**src/rtl/snes_multi_poller_if.sv**
```systemverilog
// Bus-side port bundle of the SNES pad poller: request/read controls in,
// committed button state and frame status out.
interface snes_multi_poller_if #(
  parameter int NUM_PADS = 4,
  parameter int NUM_BITS = 12
);
  localparam int ADDR_W = (NUM_PADS > 1) ? $clog2(NUM_PADS) : 1;

  logic                auto_poll;
  logic                poll_req;
  logic [ADDR_W-1:0]   address;
  logic                read_enable;
  logic [NUM_BITS-1:0] read_data;
  logic [NUM_BITS-1:0] read_pressed;
  logic [NUM_PADS-1:0] pad_present;
  logic                frame_done;
  logic                busy;

  modport master (
    output auto_poll, poll_req, address, read_enable,
    input  read_data, read_pressed, pad_present, frame_done, busy
  );

  modport slave (
    input  auto_poll, poll_req, address, read_enable,
    output read_data, read_pressed, pad_present, frame_done, busy
  );
endinterface

```
**src/rtl/snes_multi_poller.sv**
```systemverilog
// Polls NUM_PADS SNES controllers on a shared latch/pulse pair and keeps
// committed button words, sticky press-edge flags and presence per pad.
module snes_pad_lane #(
  parameter int NUM_BITS = 12
)(
  input  logic                sys_clk,
  input  logic                sys_reset,
  input  logic                sample,
  input  logic                din_n,
  input  logic                commit,
  input  logic                clr,
  output logic [NUM_BITS-1:0] committed,
  output logic [NUM_BITS-1:0] pressed,
  output logic                present
);
  logic [NUM_BITS-1:0] shift;

  always_ff @(posedge sys_clk) begin
    if (sys_reset) begin
      shift     <= '0;
      committed <= '0;
      pressed   <= '0;
      present   <= 1'b0;
    end else begin
      if (sample) shift <= {shift[NUM_BITS-2:0], ~din_n};
      if (commit) begin
        committed <= shift;
        // pull-downs make a missing pad read as every button held
        present   <= ~(&shift);
        // a read in the commit cycle clears old flags, new edges still land
        pressed   <= (clr ? '0 : pressed) | (shift & ~committed);
      end else if (clr) begin
        pressed <= '0;
      end
    end
  end
endmodule

module snes_multi_poller #(
  parameter int NUM_PADS        = 4,
  parameter int NUM_BITS        = 12,
  parameter int HALF_PERIOD     = 2,
  parameter int LATCH_CYCLES    = 4,
  parameter int COOLDOWN_CYCLES = 12500
)(
  input  logic                sys_clk,
  input  logic                sys_reset,
  snes_multi_poller_if.slave  bus,
  input  logic [NUM_PADS-1:0] snes_data,
  output logic                snes_latch,
  output logic                snes_pulse
);
  localparam int ADDR_W  = (NUM_PADS > 1) ? $clog2(NUM_PADS) : 1;
  localparam int MAX_A   = (LATCH_CYCLES > HALF_PERIOD) ? LATCH_CYCLES : HALF_PERIOD;
  localparam int MAX_CNT = (MAX_A > COOLDOWN_CYCLES) ? MAX_A : COOLDOWN_CYCLES;
  localparam int CNT_W   = $clog2(MAX_CNT + 1);
  localparam int BIT_W   = $clog2(NUM_BITS);

  typedef enum logic [2:0] {
    IDLE     = 3'd0,
    LATCH    = 3'd1,
    PULSE_LO = 3'd2,
    PULSE_HI = 3'd3,
    COMMIT   = 3'd4,
    COOLDOWN = 3'd5
  } state_t;

  state_t                             state, state_n;
  logic [CNT_W-1:0]                   cnt, cnt_n;
  logic [BIT_W-1:0]                   bit_cnt, bit_n;
  logic                               sample, commit;
  logic [NUM_PADS-1:0][NUM_BITS-1:0]  committed, pressed;
  logic [NUM_PADS-1:0]                present, clr;
  logic                               addr_ok;

  always_comb begin
    state_n = state;
    cnt_n   = cnt + CNT_W'(1);
    bit_n   = bit_cnt;
    sample  = 1'b0;
    commit  = 1'b0;
    case (state)
      IDLE: begin
        cnt_n = '0;
        bit_n = '0;
        if (bus.auto_poll || bus.poll_req || bus.read_enable) state_n = LATCH;
      end
      LATCH: if (cnt == CNT_W'(LATCH_CYCLES - 1)) begin
        state_n = PULSE_LO;
        cnt_n   = '0;
        sample  = 1'b1;
      end
      PULSE_LO: if (cnt == CNT_W'(HALF_PERIOD - 1)) begin
        cnt_n   = '0;
        state_n = (bit_cnt == BIT_W'(NUM_BITS - 1)) ? COMMIT : PULSE_HI;
      end
      PULSE_HI: if (cnt == CNT_W'(HALF_PERIOD - 1)) begin
        state_n = PULSE_LO;
        cnt_n   = '0;
        sample  = 1'b1;
        bit_n   = bit_cnt + BIT_W'(1);
      end
      COMMIT: begin
        state_n = COOLDOWN;
        cnt_n   = '0;
        commit  = 1'b1;
      end
      COOLDOWN: if (cnt == CNT_W'(COOLDOWN_CYCLES - 1)) begin
        state_n = IDLE;
        cnt_n   = '0;
      end
      default: begin
        state_n = IDLE;
        cnt_n   = '0;
        bit_n   = '0;
      end
    endcase
  end

  // pin and status outputs are registered off next-state so they are glitch-free
  always_ff @(posedge sys_clk) begin
    if (sys_reset) begin
      state          <= IDLE;
      cnt            <= '0;
      bit_cnt        <= '0;
      snes_latch     <= 1'b0;
      snes_pulse     <= 1'b0;
      bus.frame_done <= 1'b0;
      bus.busy       <= 1'b0;
    end else begin
      state          <= state_n;
      cnt            <= cnt_n;
      bit_cnt        <= bit_n;
      snes_latch     <= (state_n == LATCH);
      snes_pulse     <= (state_n == PULSE_HI);
      bus.frame_done <= (state_n == COMMIT);
      bus.busy       <= (state_n != IDLE);
    end
  end

  assign addr_ok = 32'(bus.address) < NUM_PADS;

  for (genvar p = 0; p < NUM_PADS; p++) begin : g_lane
    assign clr[p] = bus.read_enable && (bus.address == ADDR_W'(p));
    snes_pad_lane #(.NUM_BITS(NUM_BITS)) u_lane (
      .sys_clk   (sys_clk),
      .sys_reset (sys_reset),
      .sample    (sample),
      .din_n     (snes_data[p]),
      .commit    (commit),
      .clr       (clr[p]),
      .committed (committed[p]),
      .pressed   (pressed[p]),
      .present   (present[p])
    );
  end

  assign bus.pad_present = present;

  always_ff @(posedge sys_clk) begin
    if (sys_reset) begin
      bus.read_data    <= '0;
      bus.read_pressed <= '0;
    end else if (bus.read_enable) begin
      bus.read_data    <= addr_ok ? committed[bus.address] : '0;
      bus.read_pressed <= addr_ok ? pressed[bus.address]   : '0;
    end
  end
endmodule
```
**src/flat_wrapper.sv**
```systemverilog
// flat-port wrapper written by rule: the top's interface ports become plain ports
module snes_multi_poller_flat 
#(
  parameter int NUM_PADS        = 4,
  parameter int NUM_BITS        = 12,
  parameter int HALF_PERIOD     = 2,
  parameter int LATCH_CYCLES    = 4,
  parameter int COOLDOWN_CYCLES = 12500
)
  (sys_clk, sys_reset, snes_data, snes_latch, snes_pulse, bus_auto_poll, bus_poll_req, bus_address, bus_read_enable, bus_read_data, bus_read_pressed, bus_pad_present, bus_frame_done, bus_busy);
  snes_multi_poller_if #(.NUM_PADS(NUM_PADS), .NUM_BITS(NUM_BITS)) bus_i ();
  input  logic sys_clk;
  input  logic sys_reset;
  input  logic [NUM_PADS-1:0] snes_data;
  output logic snes_latch;
  output logic snes_pulse;
  input wire logic [$bits(bus_i.auto_poll)-1:0] bus_auto_poll;
  input wire logic [$bits(bus_i.poll_req)-1:0] bus_poll_req;
  input wire logic [$bits(bus_i.address)-1:0] bus_address;
  input wire logic [$bits(bus_i.read_enable)-1:0] bus_read_enable;
  output wire logic [$bits(bus_i.read_data)-1:0] bus_read_data;
  output wire logic [$bits(bus_i.read_pressed)-1:0] bus_read_pressed;
  output wire logic [$bits(bus_i.pad_present)-1:0] bus_pad_present;
  output wire logic [$bits(bus_i.frame_done)-1:0] bus_frame_done;
  output wire logic [$bits(bus_i.busy)-1:0] bus_busy;
  assign bus_i.auto_poll = bus_auto_poll;
  assign bus_i.poll_req = bus_poll_req;
  assign bus_i.address = bus_address;
  assign bus_i.read_enable = bus_read_enable;
  assign bus_read_data = bus_i.read_data;
  assign bus_read_pressed = bus_i.read_pressed;
  assign bus_pad_present = bus_i.pad_present;
  assign bus_frame_done = bus_i.frame_done;
  assign bus_busy = bus_i.busy;
  snes_multi_poller #(.NUM_PADS(NUM_PADS), .NUM_BITS(NUM_BITS), .HALF_PERIOD(HALF_PERIOD), .LATCH_CYCLES(LATCH_CYCLES), .COOLDOWN_CYCLES(COOLDOWN_CYCLES)) u_core (.sys_clk(sys_clk), .sys_reset(sys_reset), .bus(bus_i), .snes_data(snes_data), .snes_latch(snes_latch), .snes_pulse(snes_pulse));
endmodule
```
**config.mk**
```make
export PLATFORM = sky130hd
export DESIGN_NAME = snes_multi_poller_flat
export DESIGN_NICKNAME = d
export VERILOG_FILES = /design/src/rtl/snes_multi_poller_if.sv /design/src/rtl/snes_multi_poller.sv /design/src/flat_wrapper.sv
export SDC_FILE = /design/constraint.sdc
export NUM_CORES = 1
export LEC_CHECK = 0
export ABC_AREA = 0
export CORE_MARGIN = 4
export CORE_UTILIZATION = 62
export CTS_BUF_LIST = sky130_fd_sc_hd__clkbuf_4 sky130_fd_sc_hd__clkbuf_8
export DETAILED_ROUTE_END_ITERATION = 8
export GPL_TIMING_DRIVEN = 0
export PLACE_DENSITY = 0.83
export SYNTH_ARGS = -nofsm -noshare
export SYNTH_HDL_FRONTEND = slang
export SYNTH_HIERARCHICAL = 1
export SYNTH_SLANG_ARGS = --single-unit
```
**constraint.sdc**
```tcl
create_clock -name sys_clk -period 2.9 [get_ports sys_clk]
set_input_delay 0.435 -clock sys_clk [delete_from_list [all_inputs] [get_ports sys_clk]]
set_output_delay 0.435 -clock sys_clk [all_outputs]
set_load 0.02 [all_outputs]
```
==> key figures <==
Logic synthesis
  – Post-synth cell types: 51
  – Syn Nets: 823
  – Most frequent cell after synthesis: dfxtp_1
  – Syn. warnings: 6
  – Seq/Total Area, Yosys: 47.0%
  – Top cell type by total area after synthesis: dfxtp_1
  – Top_reg_cell synth: dfxtp_1
  – Leading post-synthesis cells by cell area: dfxtp_1 (47%), mux2i_1 (14%), nor2_1 (6.5%)
  – Synthesized flop and latch total: 197
  – Area share of the largest cell type after synthesis: 47.0%
  – Top cells by count, synth: dfxtp_1 (197), nor2_1 (146), mux2i_1 (115)
  – Post-Synthesis Cells: 809
  – Post-synth EDFFs: 0
  – Mapped cell area: 0.00839 mm2
  – Ys async rst share: 0%
  – Average size of a mapped cell: 10.4 um2

Route
  – Routed len/inst: 19.0 um
  – DRC Markers: 0
  – DR vias/cell: 5.94
  – Number of routed nets with antenna violations: 0
  – Drt first pass iters: 7
  – Iter 0 DRT Violations: 627
  – Routed wire length: 20100 um
  – Vias: 6274

Die
  – Die Y: 124 um
  – Die span in x: 124 um
  – I/O pin cnt: 43
  – Core area: 0.0132 mm2
  – Total die area: 0.0155 mm2
  – Site Rows: 42
  – Initial Utilization: 63.4%

Global routing
  – Initial antenna violation count: 0
  – First-pass GRT wire length: 33000 um
  – Vias in the first global route: 6298
  – Largest net degree at the start of global routing: 17
  – Grt ovf: 0
  – Tot GR Track Use: 26.4%

Power
  – Leak: 3.23 nW
  – Clock power frac: 37.3%
  – Flop pwr share: 58.8%
  – Sw Share: 22.9%
  – Combinational Power Share: 3.9%
  – Peak VDD IR: 0.262 mV
  – PwrDens: 491 mW/mm2
  – Switching pwr: 0.00105 W
  – Cell-internal power: 0.00356 W
  – Power Total: 0.00461 W

Worst setup path
  – Worst path required time: 3.27 ns
  – Max incr delay on CP: 0.68 ns
  – Worst reg-to-reg setup slack: 0.19 ns
  – Worst Setup Path Type: primary input to flop
  – Reg-to-Reg End: u_core/g_lane[1].u_lane/shift[7]
  – Worst r2r src: u_core/cnt[8]
  – Worst path arrival time: 3.10 ns
  – CP Cell Sequence: clkdlybuf4s50_1 -> clkbuf_1 -> buf_1 -> nor3b_1 -> buf_2 -> o22ai_1 -> nor2b_1
  – CP startpoint kind: primary input
  – Worst path slowest cell: clkbuf_1
  – Number of cells on the worst reg-to-reg path: 7
  – Crit path max fanout: 10
  – Crit path capture type: flop

Clocking
  – Clock root cell: clkbuf_8
  – Clock transition at path regs: 0.09 ns
  – Post-CTS Hold Buffers: 0
  – Clk_lat worst skew: 0.48 ns
  – H-tree Lvls: 4
  – CTS tree: yes
  – CTS sink count: 197
  – Cts repair resizes: 0
  – Post CTS Setup Buffer Count: 0
  – Clk buf depth: 2
  – Total CTS buffers: 17

STA
  – Clock Skews: 0.0115 ns
  – Hold slack: 0.476 ns
  – Top achievable clock speed: 366 MHz
  – Final min period: 2.73 ns
  – Slew margin rel.: 32.8%
  – Slew @ Worst Pin: 1.00 ns
  – Final setup fails: 0
  – Slew Viols, Final: 0
  – Final Hold Viols: 0
  – RSZ-0062 raised after global routing: false
  – Final cycle utilization of the critical path: 94.2%

Layout
  – Fillers: 993
  – Number of diodes: 0
  – Area Growth Syn to Fin: 12.0%
  – Final net count: 882
  – Finished Cell Area: 0.00940 mm2
  – Layout cells sized above 1: 13.1%

Hold path
  – Hold path endpoint: u_core/g_lane[3].u_lane/pressed[5]
  – Worst Hold Path Cells: 2
  – Worst hold path type: flop to flop
  – Hold Crit Start: u_core/g_lane[3].u_lane/pressed[5]

Placed design
  – DP HPWL: 14900 um
  – Buffers on Ports: 40
  – Routability Congestion: 0.883
  – Cell Area, Placed: 0.00902 mm2

Flow run
  – Max Cap Viol: 0

Run status
  – Status: finished clean
-- metal layers --
| layer | vias up | wire (um) | part of all wire, % | track usage [%] |
|---|---|---|---|---|
| met4 | 0 | 782 | 3.9 | 11.6 |
| li1 | 2942 | - | - | - |
| met3 | 52 | 1300 | 6.5 | 6.09 |
| met5 | - | 0 | 0 | 0 |
| met1 | 3051 | 8600 | 43 | 34.5 |
| met2 | 229 | 9410 | 47 | 42.0 |
-- kinds of logic (layout without fill, tap and decap cells) --
logic type	Yosys count	after routing	share of synthesized area, %
and+or+nand+nor	314	314	20.3
DFF	197	197	47.0
muxes	139	139	20.2
AOI/OAI and AO/OA	79	79	5.60
buffers and inverters	65	136	5.22
xor gates and xnor gates	12	12	1.25
adders and majority gates	3	3	0.447
-- sequential cells by signal (all words and copies together), names as in the netlist, 3 cells and up --
| register | count |
|---|---|
| u_core/bit_cnt | 4 |
| u_core/bus.read_data | 12 |
| u_core/bus.read_pressed | 12 |
| u_core/cnt | 14 |
| u_core/g_lane.u_lane/committed | 48 |
| u_core/g_lane.u_lane/present | 4 |
| u_core/g_lane.u_lane/pressed | 48 |
| u_core/g_lane.u_lane/shift | 48 |
| u_core/state | 3 |
-- how the worst max path moves through the flow --
stage	cells after the start	start	slack (ns)	endpoint
finish	7	bus_read_enable	0.17	u_core/g_lane[0].u_lane/pressed[2]
global route	8	u_core/cnt[4]	0.02	u_core/g_lane[1].u_lane/shift[9]
CTS	7	bus_read_enable	0.22	u_core/g_lane[0].u_lane/pressed[2]
detailed placement	7	bus_read_enable	-0.28	u_core/g_lane[0].u_lane/pressed[2]
global placement	7	bus_read_enable	-0.25	u_core/g_lane[0].u_lane/pressed[2]
floorplan	8	u_core/cnt[4]	0.88	u_core/g_lane[0].u_lane/shift[10]
-- power groups by stage --
stage | clock [W] | sequential, W | combinational [W]
2_1_floorplan | 0 | 0.00278 | 0.000119
3_3_place_gp | 0 | 0.00278 | 0.000171
3_5_place_dp | 0 | 0.00278 | 0.000176
4_1_cts | 0.00175 | 0.00271 | 0.000177
5_1_grt | 0.00186 | 0.00271 | 0.000192
6_report | 0.00172 | 0.00271 | 0.000179
-- through the flow --
step                setup TNS, ns  utilization (%)  std cells  setup slack (ns)
detailed placement          -4.07             68.1       1025            -0.279
CTS                             0             71.0       1056             0.223
global route                    0             71.0       1056            0.0231
floorplan                       0                -        809             0.883
finish                          0             71.0       1056             0.167
global placement           -10.11             68.1       1025            -0.252
-- cells in the final DEF (no fill, tap or decap), types with 7 or more instances in the layout --
master             n
dfxtp_1          197
nor2_1           146
mux2i_1          115
a21oi_1           53
nand2b_1          51
nand3b_1          47
clkdlybuf4s50_1   40
mux4_2            24
clkbuf_8          17
buf_2             17
clkbuf_1          13
nand3_1           12
nand4_1           12
buf_6             12
buf_4             10
inv_1              8
nor3_1             7
-- cell type report --
cell class	count	area, um2	area share (%)
inverters	8	30.0	0.319
well taps	176	220	2.34
plain buffers	57	408	4.34
repair buffers	40	400	4.26
flip-flops and latches	197	3940	41.9
clock inverters	12	131	1.40
clock buffers	19	249	2.65
multi-input cells	547	4020	42.7
-- worst max-delay path: cells and delay by family --
family                 cells  cell delay (ns)
buffers and inverters      4             1.98
and+or+nand+nor            2             0.57
AOI/OAI and AO/OA          1             0.10
No activity file was read; power rests on OpenSTA's default activity.
